<file path="config.mk">
export PLATFORM = sky130hd
export DESIGN_NAME = uart_sample_framer
export DESIGN_NICKNAME = d
export VERILOG_FILES = /design/src/rtl/uart_sample_framer.sv
export SDC_FILE = /design/constraint.sdc
export NUM_CORES = 1
export LEC_CHECK = 0
export BUFFER_PORTS_ARGS = -buffer_cell sky130_fd_sc_hd__buf_2
export CAP_MARGIN = 0
export CORE_MARGIN = 8
export CORE_UTILIZATION = 55
export CTS_CLUSTER_DIAMETER = 50
export CTS_CLUSTER_SIZE = 8
export DETAILED_ROUTE_END_ITERATION = 7
export PLACE_DENSITY_LB_ADDON = 0.2
export SLEW_MARGIN = 5
export SYNTH_ARGS = -nofsm -noshare
export SYNTH_HDL_FRONTEND = slang
export SYNTH_SLANG_ARGS = --single-unit
</file>
<file path="constraint.sdc">
create_clock -name clk -period 2.49 [get_ports clk]
set_input_delay 0.1245 -clock clk [delete_from_list [all_inputs] [get_ports clk]]
set_output_delay 0.1245 -clock clk [all_outputs]
set_load 0.1 [all_outputs]
</file>
<file path="src/rtl/uart_sample_framer.sv">
// Decimated, frame-coherent capture of four sample channels, serialised as
// 5-byte "CH<n>"+MSB+LSB records through a tx_start/tx_busy byte handshake.
module uart_sample_framer #(
  parameter int unsigned DECIMATE = 96,
  parameter logic [3:0]  CH_MASK  = 4'b1111
) (
  input  logic               clk,
  input  logic               rst,
  input  logic               sample_clk,
  input  logic signed [15:0] sample_in0,
  input  logic signed [15:0] sample_in1,
  input  logic signed [15:0] sample_in2,
  input  logic signed [15:0] sample_in3,
  input  logic               tx_busy,
  output logic               tx_start,
  output logic [7:0]         tx_data,
  output logic               frame_active,
  output logic [7:0]         overrun_count
);

  typedef enum logic [1:0] {S_IDLE, S_SEND, S_GUARD, S_WAIT} state_t;

  function automatic logic [1:0] first_enabled();
    logic [1:0] r;
    r = 2'd0;
    for (int i = 3; i >= 0; i--) if (CH_MASK[i]) r = 2'(i);
    return r;
  endfunction

  // {found, index} of the lowest enabled channel above c.
  function automatic logic [2:0] next_enabled(input logic [1:0] c);
    logic [2:0] r;
    r = 3'b000;
    for (int i = 3; i >= 0; i--) if (i > int'(c) && CH_MASK[i]) r = {1'b1, 2'(i)};
    return r;
  endfunction

  localparam logic [1:0]  FIRST_CH = first_enabled();
  localparam logic [15:0] DEC_LAST = 16'(DECIMATE - 1);

  state_t             state_q, state_d;
  logic               prev_sclk_q, prev_sclk_d;
  logic [15:0]        dec_cnt_q, dec_cnt_d;
  logic signed [15:0] snap_q [4];
  logic signed [15:0] snap_d [4];
  logic [1:0]         ch_q, ch_d;
  logic [2:0]         byte_idx_q, byte_idx_d;
  logic               tx_start_q, tx_start_d;
  logic [7:0]         tx_data_q, tx_data_d;
  logic               frame_active_q, frame_active_d;
  logic [7:0]         overrun_q, overrun_d;

  logic               sclk_edge;
  logic               capture_opp;
  logic [7:0]         cur_byte;
  logic [2:0]         nxt_ch;

  always_comb begin
    case (byte_idx_q)
      3'd0:    cur_byte = 8'h43;
      3'd1:    cur_byte = 8'h48;
      3'd2:    cur_byte = 8'h30 + {6'd0, ch_q};
      3'd3:    cur_byte = snap_q[ch_q][15:8];
      default: cur_byte = snap_q[ch_q][7:0];
    endcase
  end

  // NOTE: every _d gets its hold value first so no path through this block
  // leaves a signal unassigned, which is what keeps latches from being inferred.
  always_comb begin
    state_d        = state_q;
    prev_sclk_d    = sample_clk;
    dec_cnt_d      = dec_cnt_q;
    snap_d         = snap_q;
    ch_d           = ch_q;
    byte_idx_d     = byte_idx_q;
    tx_start_d     = 1'b0;
    tx_data_d      = tx_data_q;
    overrun_d      = overrun_q;
    nxt_ch         = next_enabled(ch_q);
    sclk_edge      = sample_clk & ~prev_sclk_q;
    capture_opp    = sclk_edge && (dec_cnt_q == 16'd0);

    if (sclk_edge) dec_cnt_d = (dec_cnt_q >= DEC_LAST) ? 16'd0 : dec_cnt_q + 16'd1;

    if (capture_opp && CH_MASK != 4'b0000) begin
      if (state_q == S_IDLE) begin
        snap_d     = '{sample_in0, sample_in1, sample_in2, sample_in3};
        ch_d       = FIRST_CH;
        byte_idx_d = 3'd0;
        state_d    = S_SEND;
      end else if (overrun_q != 8'hFF) begin
        overrun_d = overrun_q + 8'd1;
      end
    end

    case (state_q)
      S_SEND: if (!tx_busy) begin
        tx_start_d = 1'b1;
        tx_data_d  = cur_byte;
        state_d    = S_GUARD;
      end
      // uart_tx needs a cycle to raise tx_busy after the start pulse.
      S_GUARD: state_d = S_WAIT;
      S_WAIT: if (!tx_busy) begin
        if (byte_idx_q != 3'd4) begin
          byte_idx_d = byte_idx_q + 3'd1;
          state_d    = S_SEND;
        end else if (nxt_ch[2]) begin
          ch_d       = nxt_ch[1:0];
          byte_idx_d = 3'd0;
          state_d    = S_SEND;
        end else begin
          state_d = S_IDLE;
        end
      end
      default: ;
    endcase

    frame_active_d = (state_d != S_IDLE);
  end

  // NOTE: sequential state uses non-blocking assignments so every flop
  // samples pre-edge values regardless of block ordering.
  always_ff @(posedge clk) begin
    if (rst) begin
      state_q        <= S_IDLE;
      prev_sclk_q    <= 1'b0;
      dec_cnt_q      <= 16'd0;
      ch_q           <= 2'd0;
      byte_idx_q     <= 3'd0;
      tx_start_q     <= 1'b0;
      tx_data_q      <= 8'h00;
      frame_active_q <= 1'b0;
      overrun_q      <= 8'h00;
      // NOTE: the snapshot is a small flop array with a defined reset value,
      // not a RAM, so clearing it here costs nothing structural.
      for (int i = 0; i < 4; i++) snap_q[i] <= '0;
    end else begin
      state_q        <= state_d;
      prev_sclk_q    <= prev_sclk_d;
      dec_cnt_q      <= dec_cnt_d;
      ch_q           <= ch_d;
      byte_idx_q     <= byte_idx_d;
      tx_start_q     <= tx_start_d;
      tx_data_q      <= tx_data_d;
      frame_active_q <= frame_active_d;
      overrun_q      <= overrun_d;
      for (int i = 0; i < 4; i++) snap_q[i] <= snap_d[i];
    end
  end

  assign tx_start      = tx_start_q;
  assign tx_data       = tx_data_q;
  assign frame_active  = frame_active_q;
  assign overrun_count = overrun_q;

endmodule

</file>
; Word level (Yosys, flattened, before mapping)
; Index checks and enable logic that the tools add are counted.
[totals]
register_bits = 106
ramBits = 0
latchBits = 0
word_cells = 73
mem_bits_ro = 0
n_memories = 0
[op_classes]
n_reduce_logical = 9
n_eq_ne = 8
bitwise = 6
n_addsub = 4
div = 0
order_cmp = 5
shifts = 0
n_mul = 0
mux = 28
[op_table]
columns = cell, n
row1 = 16-bit 2-to-1 mux, 3
row2 = 16-bit binary-select mux with 2-bit select, 1
row3 = 8-bit case mux with 4 select lines, 1
row4 = 3-bit 2-to-1 mux, 9
row5 = 2-bit 2-to-1 mux, 10
row6 = "16-bit by 1-bit adder with 16-bit output, second input constant", 1
row7 = "16-bit by 7-bit >= comparator with 1-bit output, second input constant", 1
row8 = 16-bit zero test, 1
row9 = "8-bit by 1-bit adder with 8-bit output, second input constant", 1
row10 = "8-bit inequality test, second input constant", 1
row11 = "6-bit by 2-bit adder with 7-bit output, first input constant", 1
row12 = "3-bit by 2-bit == test with 1-bit output, second input constant", 2
row13 = 2-bit case mux with 3 select lines, 1
row14 = "2-bit == test, second input constant", 2
row15 = "2-bit greater-than comparator, first input constant", 2
row16 = 1-bit NOT, 4
row17 = 2-bit AND reduction, 2
row18 = "3-bit by 1-bit adder with 3-bit output, second input constant", 1
row19 = "3-bit by 1-bit == test with 1-bit output, second input constant", 1
row20 = "3-bit >= comparator, second input constant", 1
row21 = 3-bit zero test, 1
row22 = 1-bit 2-to-1 mux, 3
row23 = "3-bit inequality test, second input constant", 1
row24 = 2-bit NOT with 3-bit output, 1
row25 = 8 further kinds, 8

; Longest topological paths before layout
[depth]
word_depth = 9
ltp_mapped = 10
ltp_nobuf = 7

; Least setup slack after synthesis
; No wires, ideal clock.
[synth_timing]
path_type = register to register
from = register overrun_q[0], in the netlist overrun_count[0]
to = register overrun_q[5], in the netlist overrun_count[5]
slack_ps = 64
required_ps = 2369
synth_period_minus_slack_ps = 2426
t_arrival_ps = 2305
stages_incl_launch_ff = 7
path_cell_list = dfxtp_1 > ha_1 > nand3_1 > o211ai_1 > nor3_1 > nand3_1 > mux2_2
[synth_via]
elab_chain_cells = 2
word_cells_on_any_way = 3
classes_between = 1 x add/sub / 1 x eq/ne / 1 x reduce/logical
[synth_rtl]
columns = item, line_no
row1 = "start, declared", 51  ; logic [7:0] overrun_q, overrun_d;
row2 = "start signal, assigned", 148  ; overrun_q <= overrun_d;
row3 = "parallel branches: the longest is 2 deep, another holds 8-bit by 1-bit adder with 8-bit output", --
; Several ways; the timed one is not identified.
; A chain may end at the register's enable or synchronous reset.

; Worst setup path in the final report
[layout_timing]
from = register dec_cnt_q[3]
to = register ch_q[0]
[layout_via]
elab_chain_cells = 7
[layout_rtl]
columns = item, line_no
row1 = "start, declared", 43  ; logic [15:0] dec_cnt_q, dec_cnt_d;
row2 = "start signal, assigned", 142  ; dec_cnt_q <= dec_cnt_d;
row3 = 16-bit zero test *, 82  ; capture_opp = sclk_edge && (dec_cnt_q == 16'd0);
row4 = 1-bit logical AND *, 82
row5 = 2-bit 2-to-1 mux *, 86  ; if (capture_opp && CH_MASK != 4'b0000) begin
row6 = 2-bit 2-to-1 mux, 109  ; end else if (nxt_ch[2]) begin
row7 = 2-bit 2-to-1 mux, 106  ; if (byte_idx_q != 3'd4) begin
row8 = 2-bit 2-to-1 mux, 105  ; S_WAIT: if (!tx_busy) begin
row9 = 2-bit 2-to-1 mux *, 97  ; case (state_q)
row10 = "end signal, assigned", 143  ; ch_q <= ch_d;
row11 = "end, declared", 46  ; logic [1:0] ch_q, ch_d;
; Every way passes the cells marked *; elsewhere a longest branch is shown, timed or not.

==> results.cfg <==
[status]
status = finished clean

[placed_design]
place.port_buffers = 85
hpwl_um = 8210
place_congestion = 0.8255
placed_cells = 707

[global_routing]
grt_pass1_wl_um = 19130
grtUsageTotal_pct = 20.37
grt_antenna_before_repair = 0
grt_max_degree = 51
overflow = 0
grt_pass1_vias = 4006

[route]
firstDrtPassIters = 4
vias_per_cell = 5.396
maxUsedRoutingLayer = met4
wl_met1_um = 4970
initialDrtViolationCount = 232
wl_met2_um = 5812
vias = 4117
antenna_left = 0
routedWlPerCell_um = 15.20
route.detailed.drc = 0
wl_met3_um = 648
wl_um = 11600

[floorplanning]
dieArea_um2 = 11600
rows = 33
start_util_pct = 56.57
coreArea_um2 = 8175
die_h_um = 107.7
io_pins = 86
die_w_um = 107.7

[critical_path]
critPathLaunchType = register
crit_fanout = 29
setup.worst_path.start = dec_cnt_q[3]
worstSetupEndpointType = register
rr_startpoint = dec_cnt_q[3]
r2r_cells = 5
setup.worst_path.end = ch_q[0]
reg2reg_setup_slack_ps = 370
cp.required_ps = 2720
cp.arrival_ps = 2350
critPathKind = register to register
worstReg2RegEnd = ch_q[0]

[yosys]
syn-cell-area_um2 = 4624
ys_async_sr_fraction_pct = 0
synth_seq_cells = 106
yosysWarnings = 0
yosysMostFrequentCell = nand2_1
yosysTopAreaCell = dfxtp_1
synth_common_cells = 139 x nand2_1, 106 x dfxtp_1, 82 x a21oi_1
synth_nets = 615
synth-main-ff-cell = dfxtp_1
avgSynthCellArea_um2 = 8.628
yosysSeqAreaShare_pct = 45.89
synthTopCellsByArea = dfxtp_1 46%, nand2_1 11%, a21oi_1 8.9%
synth-edff-count = 0
yosys.area.top_type_share_pct = 45.89
synth.distinct_cells = 44
synthCells = 536

[sta]
report.final.slew_viol_count = 0
relSlewSlack_pct = 56.29
final.min_clock_period_ps = 2125
finalHoldViolations = 0
fin_crit_sh_pct = 85.34
setup_tns_ps = 0
fin_worst_skew_ps = 14.04
worst_pin_slew_ps = 653.2
finalSetupViolations = 0
fmax_mhz = 470.6
rsz0062_at_grt = false

[clock_network]
clk_root_buffer_cell = clkbuf_8
htreeDepth = 3
cts_made_buffers = 9
cts.clk_slew.worst_paths_ps = 100
cts_tree = done
cts.sinks = 106
postCtsSetupRepairBufs = 0
cts_buffer_depth = 2
post_cts_resized = 0
clk_latency_ps = 370

[power_and_ir_drop]
leakagePower_nw = 2.255
irDropWorstVdd_mv = 0.3246
power_density_nw_per_um2 = 651.0

[cells_and_area]
syn_to_final_growth_pct = 24.40
nets = 732
diodes = 0
layout.cells.non_filler = 763
final_layout_size_suffix_gt1_share_pct = 21.58

[run]
maxCapViolCount = 0

[worst_hold_path]
min_path_type = input pin to register
## logic make-up after synthesis
kind of cell    Yosys count  share of synthesized area, %
mux                      18                         8.279
xor+xnor                 16                         3.030
simple gates            236                         22.51
flops                   106                         45.89
fa+ha+maj                11                         2.976
buf+inv                  44                         4.735
compound gates          105                         12.58
## metrics by stage
step | setup slack [ps] | hold WS [ps] | power, mW | utilization, % | instance area, um2
floorplan | 63.88 | 252.7 | 2.445 | - | 4624
global placement | 433.7 | 369.7 | 2.601 | 62.93 | 5145
finish | 365.0 | 9.062 | 3.745 | 70.37 | 5753
detailed placement | 377.6 | 373.8 | 2.623 | 62.93 | 5145
CTS | 366.8 | 0.1610 | 3.758 | 70.25 | 5743
global route | 163.2 | 0.3836 | 3.940 | 70.37 | 5753
## worst min-delay path by stage
stage                              start          end  slack, ps  cells after the start
after floorplan               sample_clk  prev_sclk_q        250                      1
after global placement     sample_in2[0]   snap_q[16]        370                      3
after detailed placement   sample_in0[8]   snap_q[56]        370                      3
after CTS                  sample_in1[3]   snap_q[35]        0.2                      3
after global routing      sample_in0[15]   snap_q[63]        0.4                      3
final                      sample_in0[1]   snap_q[49]          9                      3
## cells in the final DEF (no fill, tap or decap), types with 2 or more instances in the layout
cell           count
a22oi_1            4
a211oi_1           3
mux4_2            16
buf_2             85
nand2_1          139
mux2_2             2
dlygate4sd3_1     40
and3_1             2
nand3_1           10
and4_1             3
ha_1              11
buf_4             13
nor3_1            12
o21ai_0            4
xor2_1             8
inv_6              2
nand4_1            3
clkinv_4           2
nor4_1             5
o211ai_1           3
a21oi_1           82
or2_2              3
or3_1              2
inv_1             10
dfxtp_1          106
xnor2_1            8
a221oi_1           2
a311oi_1           2
nor2_1            42
clkbuf_8           9
nor2b_1            4
buf_12             2
## cell type report
cell class | instances | area (um2)
Sequential cell | 106 | 2122
Clock inverter | 7 | 83.83
Tap cell | 105 | 131.4
Inverter | 10 | 37.54
Timing Repair Buffer | 140 | 963.4
Fill cell | 657 | 2422
Clock buffer | 9 | 123.9
Multi-Input combinational cell | 386 | 2291
## state kept, by name, summed over array words and instances (netlist names)
| register | cells |
|---|---|
| frame_active | 1 |
| prev_sclk_q | 1 |
| ch_q | 2 |
| state_q | 2 |
| dec_cnt_q | 16 |
| overrun_count | 8 |
| tx_start | 1 |
| tx_data | 8 |
| byte_idx_q | 3 |
| snap_q | 64 |
## layer usage
| layer | up-vias | GRT usage [%] |
|---|---|---|
| met2 | 123 | 34.17 |
| met1 | 1913 | 25.84 |
| met3 | 15 | 3.892 |
| met5 | - | 0 |
| met4 | 0 | 6.145 |
| li1 | 2066 | - |
## report_power, final
group          switching (mW)  internal, mW
clock network           0.622         0.483
logic                   0.459         0.278
registers              0.0745          1.83
total                    1.16          2.59
## what timing repair did
action / CTS / global route
hold buffers: 39 / 1
setup endpoints to repair: 0 / 0
endpoints found under the hold margin: 39 / 1
## worst max-delay path: stages (launching register included)
cell	delay, ps
dfxtp_1	370
or4_1	630
or3_2	500
buf_4	260
a21oi_1	170
a211oi_1	60
Note: power is estimated with default switching activity, not from simulation.
